`src/rtl/seg_display_scheduler_pkg.sv`:
```
// seg_pkg: shared types and helpers for the seven-segment display scheduler.
//   seg_t          active-low segment vector {g,f,e,d,c,b,a}
//   SEG_BLANK      all segments off
//   hex_to_seg     hex nibble -> active-low segment pattern (0-F)
//   sched_state_t  scheduler FSM states (BLANK / ON)
package seg_pkg;

  typedef logic [6:0] seg_t;

  localparam seg_t SEG_BLANK = 7'h7F;

  typedef enum logic {
    BLANK = 1'b0,
    ON    = 1'b1
  } sched_state_t;

  function automatic seg_t hex_to_seg(input logic [3:0] hex);
    seg_t s;
    case (hex)
      4'h0:    s = 7'h40;
      4'h1:    s = 7'h79;
      4'h2:    s = 7'h24;
      4'h3:    s = 7'h30;
      4'h4:    s = 7'h19;
      4'h5:    s = 7'h12;
      4'h6:    s = 7'h02;
      4'h7:    s = 7'h78;
      4'h8:    s = 7'h00;
      4'h9:    s = 7'h10;
      4'hA:    s = 7'h08;
      4'hB:    s = 7'h03;
      4'hC:    s = 7'h46;
      4'hD:    s = 7'h21;
      4'hE:    s = 7'h06;
      default: s = 7'h0E;
    endcase
    return s;
  endfunction

endpackage

```
`src/rtl/seg_display_scheduler_if.sv`:
```
// seg_display_scheduler_if: pin-side bundle of the display scheduler.
//   digit_vals   hex nibble per digit, digit i = [4i+3:4i]
//   digit_en     per-digit rotation enable
//   anode_n      active-low digit drive
//   seg          active-low segments {g,f,e,d,c,b,a}
//   active_idx   index of digit currently lit / last selected
//   frame_start  one-cycle pulse when rotation wraps
// Modports: master = nibble/enable source, slave = scheduler.
interface seg_display_scheduler_if #(
  parameter int unsigned N_DIGITS = 2
);
  import seg_pkg::*;

  localparam int unsigned IW = (N_DIGITS > 1) ? $clog2(N_DIGITS) : 1;

  logic [4*N_DIGITS-1:0] digit_vals;
  logic [N_DIGITS-1:0]   digit_en;
  logic [N_DIGITS-1:0]   anode_n;
  seg_t                  seg;
  logic [IW-1:0]         active_idx;
  logic                  frame_start;

  modport master (
    output digit_vals, digit_en,
    input  anode_n, seg, active_idx, frame_start
  );

  modport slave (
    input  digit_vals, digit_en,
    output anode_n, seg, active_idx, frame_start
  );

endinterface

```
`src/rtl/seg_display_scheduler_decoder.sv`:
```
// seven_seg_decoder: combinational hex -> active-low seven-segment decoder.
//   hex  in   4  nibble to display
//   seg  out  7  active-low segments {g,f,e,d,c,b,a}
module seven_seg_decoder
  import seg_pkg::*;
(
  input  logic [3:0] hex,
  output seg_t       seg
);

  assign seg = hex_to_seg(hex);

endmodule

```
`src/rtl/seg_display_scheduler.sv`:
```
// seg_display_scheduler: round-robin ON/BLANK multiplexer driving N_DIGITS
// common-anode digits through one shared decoder.
//   clk    in  system clock, posedge
//   reset  in  synchronous, active-low reset
//   bus    slave modport: digit_vals/digit_en in; anode_n/seg/active_idx/
//          frame_start out (all outputs registered)
// Each visit: BLANK_CYCLES with all anodes off, then REFRESH_CYCLES with one
// anode low. The digit's nibble is captured at turn-on and held for the visit.
module seg_display_scheduler
  import seg_pkg::*;
#(
  parameter int unsigned N_DIGITS       = 2,
  parameter int unsigned REFRESH_CYCLES = 4000,
  parameter int unsigned BLANK_CYCLES   = 40
) (
  input logic                   clk,
  input logic                   reset,
  seg_display_scheduler_if.slave bus
);

  localparam int unsigned MAXC = (REFRESH_CYCLES > BLANK_CYCLES) ? REFRESH_CYCLES : BLANK_CYCLES;
  localparam int unsigned CW   = (MAXC > 1) ? $clog2(MAXC) : 1;
  localparam int unsigned IW   = (N_DIGITS > 1) ? $clog2(N_DIGITS) : 1;

  localparam logic [CW-1:0] BLANK_LAST   = CW'(BLANK_CYCLES - 1);
  localparam logic [CW-1:0] REFRESH_LAST = CW'(REFRESH_CYCLES - 1);
  localparam logic [IW-1:0] IDX_RESET    = IW'(N_DIGITS - 1);

  sched_state_t          state;
  logic [CW-1:0]         cnt;
  logic [IW-1:0]         idx;
  logic [3:0]            snapshot;
  logic [N_DIGITS-1:0]   anode_n_q;
  seg_t                  seg_q;
  logic                  frame_start_q;

  logic                  found;
  logic [IW-1:0]         nxt;
  logic [N_DIGITS-1:0]   nxt_onehot;
  logic [3:0]            dec_nibble;
  seg_t                  dec_seg;

  // Circular search starting at idx+1. Offsets are scanned from largest to
  // smallest so the nearest enabled digit is the last (winning) assignment;
  // offset N_DIGITS lands on idx itself, giving the single-digit reselect.
  always_comb begin
    found = 1'b0;
    nxt   = idx;
    for (int unsigned k = N_DIGITS; k >= 1; k--) begin
      int unsigned pos;
      pos = (32'(idx) + k) % N_DIGITS;
      if (bus.digit_en[pos]) begin
        found = 1'b1;
        nxt   = pos[IW-1:0];
      end
    end
  end

  always_comb begin
    nxt_onehot      = '0;
    nxt_onehot[nxt] = 1'b1;
  end

  // Snapshot mux: while blanking, the decoder previews the candidate digit so
  // anode and seg load on the same edge; while lit, it sees the held nibble.
  assign dec_nibble = (state == BLANK) ? bus.digit_vals[4*32'(nxt) +: 4] : snapshot;

  seven_seg_decoder u_decoder (
    .hex (dec_nibble),
    .seg (dec_seg)
  );

  always_ff @(posedge clk) begin
    if (!reset) begin
      state         <= BLANK;
      cnt           <= '0;
      idx           <= IDX_RESET;
      snapshot      <= '0;
      anode_n_q     <= '1;
      seg_q         <= SEG_BLANK;
      frame_start_q <= 1'b0;
    end else begin
      frame_start_q <= 1'b0;
      case (state)
        BLANK: begin
          if (cnt == BLANK_LAST) begin
            cnt <= '0;
            if (found) begin
              state         <= ON;
              idx           <= nxt;
              snapshot      <= dec_nibble;
              anode_n_q     <= ~nxt_onehot;
              seg_q         <= dec_seg;
              frame_start_q <= (nxt <= idx);
            end
          end else begin
            cnt <= cnt + 1'b1;
          end
        end
        ON: begin
          if (cnt == REFRESH_LAST) begin
            state     <= BLANK;
            cnt       <= '0;
            anode_n_q <= '1;
            seg_q     <= SEG_BLANK;
          end else begin
            cnt <= cnt + 1'b1;
          end
        end
        default: begin
          state     <= BLANK;
          cnt       <= '0;
          anode_n_q <= '1;
          seg_q     <= SEG_BLANK;
        end
      endcase
    end
  end

  assign bus.anode_n     = anode_n_q;
  assign bus.seg         = seg_q;
  assign bus.active_idx  = idx;
  assign bus.frame_start = frame_start_q;

endmodule

```
`src/flat_wrapper.sv`:
```
// flat-port wrapper written by rule: the top's interface ports become plain ports
module seg_display_scheduler_flat import seg_pkg::*;
#(
  parameter int unsigned N_DIGITS       = 2,
  parameter int unsigned REFRESH_CYCLES = 4000,
  parameter int unsigned BLANK_CYCLES   = 40
)
  (clk, reset, bus_digit_vals, bus_digit_en, bus_anode_n, bus_seg, bus_active_idx, bus_frame_start);
  seg_display_scheduler_if #(.N_DIGITS(N_DIGITS)) bus_i ();
  input logic clk;
  input logic reset;
  input wire logic [$bits(bus_i.digit_vals)-1:0] bus_digit_vals;
  input wire logic [$bits(bus_i.digit_en)-1:0] bus_digit_en;
  output wire logic [$bits(bus_i.anode_n)-1:0] bus_anode_n;
  output wire logic [$bits(bus_i.seg)-1:0] bus_seg;
  output wire logic [$bits(bus_i.active_idx)-1:0] bus_active_idx;
  output wire logic [$bits(bus_i.frame_start)-1:0] bus_frame_start;
  assign bus_i.digit_vals = bus_digit_vals;
  assign bus_i.digit_en = bus_digit_en;
  assign bus_anode_n = bus_i.anode_n;
  assign bus_seg = bus_i.seg;
  assign bus_active_idx = bus_i.active_idx;
  assign bus_frame_start = bus_i.frame_start;
  seg_display_scheduler #(.N_DIGITS(N_DIGITS), .REFRESH_CYCLES(REFRESH_CYCLES), .BLANK_CYCLES(BLANK_CYCLES)) u_core (.clk(clk), .reset(reset), .bus(bus_i));
endmodule
```
`config.mk`:
```
export PLATFORM = sky130hd
export DESIGN_NAME = seg_display_scheduler_flat
export DESIGN_NICKNAME = d
export VERILOG_FILES = /design/src/rtl/seg_display_scheduler_pkg.sv /design/src/rtl/seg_display_scheduler_if.sv /design/src/rtl/seg_display_scheduler_decoder.sv /design/src/rtl/seg_display_scheduler.sv /design/src/flat_wrapper.sv
export SDC_FILE = /design/constraint.sdc
export NUM_CORES = 1
export LEC_CHECK = 0
export BUFFER_PORTS_ARGS = -buffer_cell sky130_fd_sc_hd__clkbuf_2
export CORE_ASPECT_RATIO = 0.7
export CORE_UTILIZATION = 40
export CTS_BUF_LIST = sky130_fd_sc_hd__clkbuf_4 sky130_fd_sc_hd__clkbuf_8
export CTS_CLUSTER_SIZE = 20
export DETAILED_ROUTE_END_ITERATION = 8
export PLACE_DENSITY = 0.62
export SYNTH_ARGS = -nofsm -noshare
export SYNTH_HDL_FRONTEND = slang
export SYNTH_HIERARCHICAL = 1
export SYNTH_SLANG_ARGS = --single-unit
```
`constraint.sdc`:
```
create_clock -name clk -period 3.9 [get_ports clk]
set_clock_uncertainty 0.1 [all_clocks]
set_input_delay 0.195 -clock clk [delete_from_list [all_inputs] [get_ports clk]]
set_output_delay 0.195 -clock clk [all_outputs]
set_load 0.05 [all_outputs]
```
==> flow_metrics.py, run 1 <==
metrics = {
    "clock_tree": {
        "clock_latency_ns": 0.28,
        "cts_root_buffer": "clkbuf_8",
        "cts_resized": 0,
        "hold_buffers": 0,
        "cts-buffers-inserted": 3,
        "cts_tree": "yes",
        "cts.sinks": 28,
        "cts_buffer_depth": 2,
        "cts_max_level": 1,
        "clkTransAtPathRegs_ns": 0.10,
        "cts_setup_buffers": 0,
    },
    "critical_path": {
        "max_stage_delay_ns": 0.70,
        "worstSetupStartpointType": "register",
        "required_ns": 3.95,
        "cp.depth": 10,
        "cp_max_fo": 8,
        "crit_buf_inv": 2,
        "worstSetupPathType": "reg2reg",
        "critPathTopFamily": "multiplexers",
        "path_cells": "mux2_2, ha_1, mux2i_1, o21ai_0, inv_1, ha_1, inv_1, mux4_1, nand2_1, nand4_1",
        "cp_data_arrival_time_ns": 3.57,
        "r2r_cells": 10,
        "cp_slowest_cell": "o21ai_0",
        "critPathCaptureType": "register",
    },
    "sta": {
        "max_clock_freq_mhz": 284,
        "min_period_ns": 3.53,
        "worst_slew_pin_slew_ns": 0.876,
        "fin_crit_sh_pct": 90.4,
        "rsz0062_at_grt": "no",
        "finalHoldViolations": 0,
        "slew_headroom_pct": 41.0,
        "tns_ns": 0,
        "setup_viol": 0,
        "maxSlewViolCount": 0,
    },
    "power_and_ir_drop": {
        "cellLeakagePower_uw": 0.000758,
        "vdd_drop_max_mv": 0.113,
        "pwr_density_cell_nw_per_um2": 304,
    },
    "layout": {
        "layout_commonest_cell": "dfxtp_1",
        "most-common-layout-cells": "28 x dfxtp_1, 22 x clkbuf_2, 21 x nor2_1, 20 x nand2_1, 13 x inv_1",
        "finalNonFillerCells": 251,
        "n_antenna_cell": 0,
        "finalNetCount": 223,
        "area_growth_pct": 11.8,
        "drive_gt1_share_pct": 18.9,
        "final_area_sq_um": 1790,
        "final_util_pct": 48.7,
    },
    "place": {
        "gp_congestion": 0.759,
        "placed_cell_area_sq_um": 1730,
        "dp_hpwl_um": 2450,
        "portBuffers": 22,
        "dpl.cell_count": 247,
    },
    "worst_hold_path": {
        "min_path_type": "in2reg",
        "whs_path_depth": 3,
    },
    "synthesis": {
        "synth_flop_cell": "dfxtp_1",
        "synth_seq_area_share_pct": 35.1,
        "async_reset_ff_share_pct": 0,
        "syn_nets": 203,
        "yosysWarnings": 6,
        "synth.distinct_cells": 41,
        "synth_edf_count": 0,
        "synth_seq_cells": 28,
        "syn_inst": 182,
        "avgSynthCellArea_sq_um": 8.79,
        "synth_area_sq_um": 1600,
    },
    "routing": {
        "dr.pass1.iters": 4,
        "drt-initial-drc-count": 61,
        "num_vias": 1275,
        "viasPerCell": 5.08,
        "drc": 0,
        "wl_per_cell_um": 12.9,
        "postRouteAntennaNets": 0,
        "wirelength_um": 3240,
    },
    "floorplan": {
        "ios": 23,
        "die_h_um": 54.9,
        "die_w_um": 77.6,
        "dieArea_sq_um": 4260,
        "fp-row-count": 18,
        "core_area_sq_um": 3670,
        "start_util_pct": 43.6,
    },
    "run": {
        "max-cap-violations": 0,
    },
    "grt": {
        "antenna_found_initial": 0,
        "grt_pass1_wl_um": 5580,
        "grt_pass1_vias": 1149,
        "grt_max_degree": 26,
        "grt_use_total_pct": 17.4,
        "grt_overflow": 0,
    },
    "status": {
        "outcome": "completed",
    },
}
## synthesized netlist by cell type, types with 2 or more instances
cell | count | area [sq um]
xor2_1 | 2 | 17.5
clkbuf_1 | 3 | 11.3
and2_1 | 2 | 12.5
nor3_1 | 5 | 25.0
nor3b_2 | 3 | 37.5
buf_2 | 4 | 20.0
nand2_1 | 20 | 75.1
nand3_1 | 5 | 25.0
inv_1 | 13 | 48.8
ha_1 | 9 | 113
nor3b_1 | 3 | 22.5
dfxtp_1 | 28 | 561
xnor2_1 | 8 | 70.1
a21boi_1 | 5 | 37.5
nand4_1 | 6 | 37.5
buf_6 | 2 | 22.5
a31oi_1 | 6 | 37.5
mux2i_1 | 8 | 80.1
a22o_1 | 2 | 17.5
mux2_2 | 2 | 22.5
o21ai_0 | 6 | 30.0
nor2_1 | 21 | 78.8
## layout make-up
cell class,instances,area [sq um]
Clock buffer,4,55.1
Fill cell,357,1880
Inverter,13,48.8
Multi-Input combinational cell,132,936
Sequential cell,28,561
Tap cell,50,62.6
Timing Repair Buffer,24,125
## worst register-to-register path, cell delays in order (launching register included)
cell and delay [ns]:
dfxtp_1 0.39, mux2_2 0.35, ha_1 0.45, mux2i_1 0.12, o21ai_0 0.70, inv_1 0.25
ha_1 0.35, inv_1 0.04, mux4_1 0.49, nand2_1 0.07, nand4_1 0.08
## path summary, 6_finish.rpt
kind	slack (ns)	to	from
max	0.37	u_core/bus.seg[3]$_SDFFE_PN1P_	u_core/bus.active_idx$_SDFFE_PN1P_
max reg2reg	0.37	u_core/bus.seg[3]$_SDFFE_PN1P_	u_core/bus.active_idx$_SDFFE_PN1P_
min	0.20	u_core/bus.frame_start$_SDFF_PP0_	bus_digit_en[0]
min reg2reg	0.36	u_core/snapshot[2]$_SDFFE_PN0P_	u_core/snapshot[2]$_SDFFE_PN0P_
## cells by family after synthesis
group                      count (synthesis)  share of synthesized area, %
AOI/OAI and AO/OA                         24                          9.94
xor gates and xnor gates                  10                          5.48
adders and majority gates                  9                          7.04
buffers and inverters                     22                          6.42
DFF                                       28                          35.1
muxes                                     11                          8.06
and+or+nand+nor                           78                          28.0
## state kept, by name, indices dropped and copies added, names as in the netlist
| register | cells |
|---|---|
| u_core/bus.active_idx | 1 |
| u_core/bus.anode_n | 2 |
| u_core/bus.frame_start | 1 |
| u_core/bus.seg | 7 |
| u_core/cnt | 12 |
| u_core/snapshot | 4 |
| u_core/state | 1 |
## stage by stage
stage,power [uW],hold slack (ns),worst slack (ns)
global placement,365,0.338,0.630
detailed placement,367,0.346,0.385
CTS,549,0.192,0.376
finish,543,0.199,0.375
floorplan,349,0.258,0.429
global route,570,0.224,0.165
## power by group
part	internal [uW]	switching, uW
clock	90.5	91.9
combinational	32.3	37.6
sequential	288	2.82
## metal layers
| metal | wire (um) | global-route usage [%] |
|---|---|---|
| met2 | 1300 | 27.0 |
| met1 | 1800 | 24.3 |
| met4 | 13 | 3.77 |
| met3 | 129 | 4.59 |
| met5 | 0 | 0 |
Note: power is estimated with default switching activity, not from simulation.
==> run 2, diff against run 1 <==
--- a/config.mk
+++ b/config.mk
@@ -5,13 +5,13 @@
 export SDC_FILE = /design/constraint.sdc
 export NUM_CORES = 1
 export LEC_CHECK = 0
-export BUFFER_PORTS_ARGS = -buffer_cell sky130_fd_sc_hd__clkbuf_2
-export CORE_ASPECT_RATIO = 0.7
+export BUFFER_PORTS_ARGS = -buffer_cell sky130_fd_sc_hd__buf_2
 export CORE_UTILIZATION = 40
 export CTS_BUF_LIST = sky130_fd_sc_hd__clkbuf_4 sky130_fd_sc_hd__clkbuf_8
 export CTS_CLUSTER_SIZE = 20
 export DETAILED_ROUTE_END_ITERATION = 8
 export PLACE_DENSITY = 0.62
+export SKIP_LAST_GASP = 1
 export SYNTH_ARGS = -nofsm -noshare
 export SYNTH_HDL_FRONTEND = slang
 export SYNTH_HIERARCHICAL = 1
==> run 2 against run 1 <==
- worst setup slack gained 0.094 ns
- clock power is essentially flat
- critical path depth is the same
- highest routed layer unchanged
- die area shrank 0.10%
- global-route usage shrank 1.5 points
- non-clock buffer count grew 1
- register-to-register slack gained 0.09 ns
- combinational power grew 2%
- final area grew 0.28%
- sequential cell count is the same
==> flow_metrics.py, run 2 (synthesized netlist as in run 1, its figures left out) <==
metrics = {
    "critical_path": {
        "path_cells": "mux2_2, ha_1, mux2i_1, o21ai_0, inv_1, ha_1, inv_1, mux4_1, nand2_1, nand4_1",
        "cp_slowest_cell": "o21ai_0",
        "crit_buf_inv": 2,
        "critPathCaptureType": "register",
        "cp_max_fo": 8,
        "max_stage_delay_ns": 0.66,
        "worstSetupPathType": "reg2reg",
        "cp_data_arrival_time_ns": 3.47,
        "required_ns": 3.94,
        "worstSetupStartpointType": "register",
        "critPathTopFamily": "multiplexers",
    },
    "place": {
        "portBuffers": 22,
        "dp_hpwl_um": 2380,
        "gp_congestion": 0.865,
    },
    "sta": {
        "setup_viol": 0,
        "max_clock_freq_mhz": 291,
        "fin_crit_sh_pct": 88.0,
        "hold_slack_ns": 0.195,
        "maxSlewViolCount": 0,
        "worst_slew_pin_slew_ns": 0.832,
        "rsz0062_at_grt": "no",
        "slew_headroom_pct": 43.9,
        "finalHoldViolations": 0,
        "tns_ns": 0,
        "min_period_ns": 3.43,
    },
    "layout": {
        "fillers": 374,
        "drive_gt1_share_pct": 19.3,
        "multi_input_area_sq_um": 936,
        "area_growth_pct": 12.1,
        "largest_reg_flops": 12,
        "layout_commonest_cell": "dfxtp_1",
        "seqCellArea_sq_um": 561,
        "finalNetCount": 224,
        "largest_register": "u_core/cnt",
        "n_antenna_cell": 0,
        "most-common-layout-cells": "28 x dfxtp_1, 22 x buf_2, 21 x nor2_1, 20 x nand2_1, 13 x inv_1",
    },
    "routing": {
        "wl_per_cell_um": 12.6,
        "num_vias": 1271,
        "postRouteAntennaNets": 0,
        "drt-initial-drc-count": 80,
        "wirelength_um": 3160,
        "viasPerCell": 5.08,
        "drc": 0,
        "dr.pass1.iters": 4,
    },
    "floorplan": {
        "die_h_um": 65.2,
        "core_area_sq_um": 3740,
        "die_w_um": 65.2,
        "start_util_pct": 42.7,
        "fp-row-count": 22,
        "dieArea_sq_um": 4250,
        "ios": 23,
    },
    "clock_tree": {
        "cts_setup_buffers": 0,
        "cts_resized": 0,
        "cts_tree": "yes",
        "clock_latency_ns": 0.27,
        "hold_buffers": 0,
        "cts-buffers-inserted": 3,
        "cts_root_buffer": "clkbuf_8",
        "cts.sinks": 28,
        "cts_max_level": 1,
        "cts_buffer_depth": 2,
        "clkTransAtPathRegs_ns": 0.10,
    },
    "grt": {
        "grt_pass1_wl_um": 5260,
        "antenna_found_initial": 0,
        "grt_pass1_vias": 1166,
        "grt_max_degree": 26,
        "grt_use_total_pct": 15.9,
        "grt_overflow": 0,
    },
    "run": {
        "max-cap-violations": 0,
    },
    "power_and_ir_drop": {
        "vdd_drop_max_mv": 0.160,
        "pwr_density_cell_nw_per_um2": 302,
        "cellLeakagePower_uw": 0.000748,
        "p_total_uw": 541,
    },
    "status": {
        "outcome": "completed",
    },
    "worst_hold_path": {
        "min_path_type": "in2reg",
    },
}
run 2: layout make-up:
type / count / share of cell area, %
Clock buffer: 4 / 3.07
Inverter: 13 / 2.72
Multi-Input combinational cell: 132 / 52.2
Sequential cell: 28 / 31.3
Tap cell: 48 / 3.35
Timing Repair Buffer: 25 / 7.40
run 2: worst paths after layout:
| kind | end | from | cells after the start | slack [ns] |
|---|---|---|---|---|
| worst max-delay path | u_core/bus.seg[3]$_SDFFE_PN1P_ | u_core/bus.active_idx$_SDFFE_PN1P_ | 10 | 0.47 |
| worst min-delay path | u_core/bus.seg[2]$_SDFFE_PN1P_ | reset | 2 | 0.20 |
| worst max register to register | u_core/bus.seg[3]$_SDFFE_PN1P_ | u_core/bus.active_idx$_SDFFE_PN1P_ | 10 | 0.47 |
| worst min register to register | u_core/snapshot[2]$_SDFFE_PN0P_ | u_core/snapshot[2]$_SDFFE_PN0P_ | 2 | 0.36 |
run 2: where the power goes:
part,switching (uW),leakage [uW],total [uW],internal (uW)
logic,37.6,0.000493,71.0,33.4
registers,3.03,0.000227,291,288
clock network,88.9,0.0000288,179,90.2
run 2: stage by stage:
step                util [%]  setup slack (ns)  std cells  instance area, sq um
global placement        46.4             0.656        246                  1740
global route            47.9             0.198        250                  1790
finish                  47.9             0.469        250                  1790
floorplan                  -             0.429        182                  1600
detailed placement      46.4             0.487        246                  1740
CTS                     47.9             0.471        250                  1790
run 2: layer usage:
metal | share of wire (%) | up-vias | track usage, %
li1 | - | 668 | -
met3 | 2.9 | 2 | 2.43
met4 | 0.73 | 0 | 5.98
met1 | 53 | 579 | 22.2
met2 | 44 | 22 | 24.4
met5 | 0 | - | 0
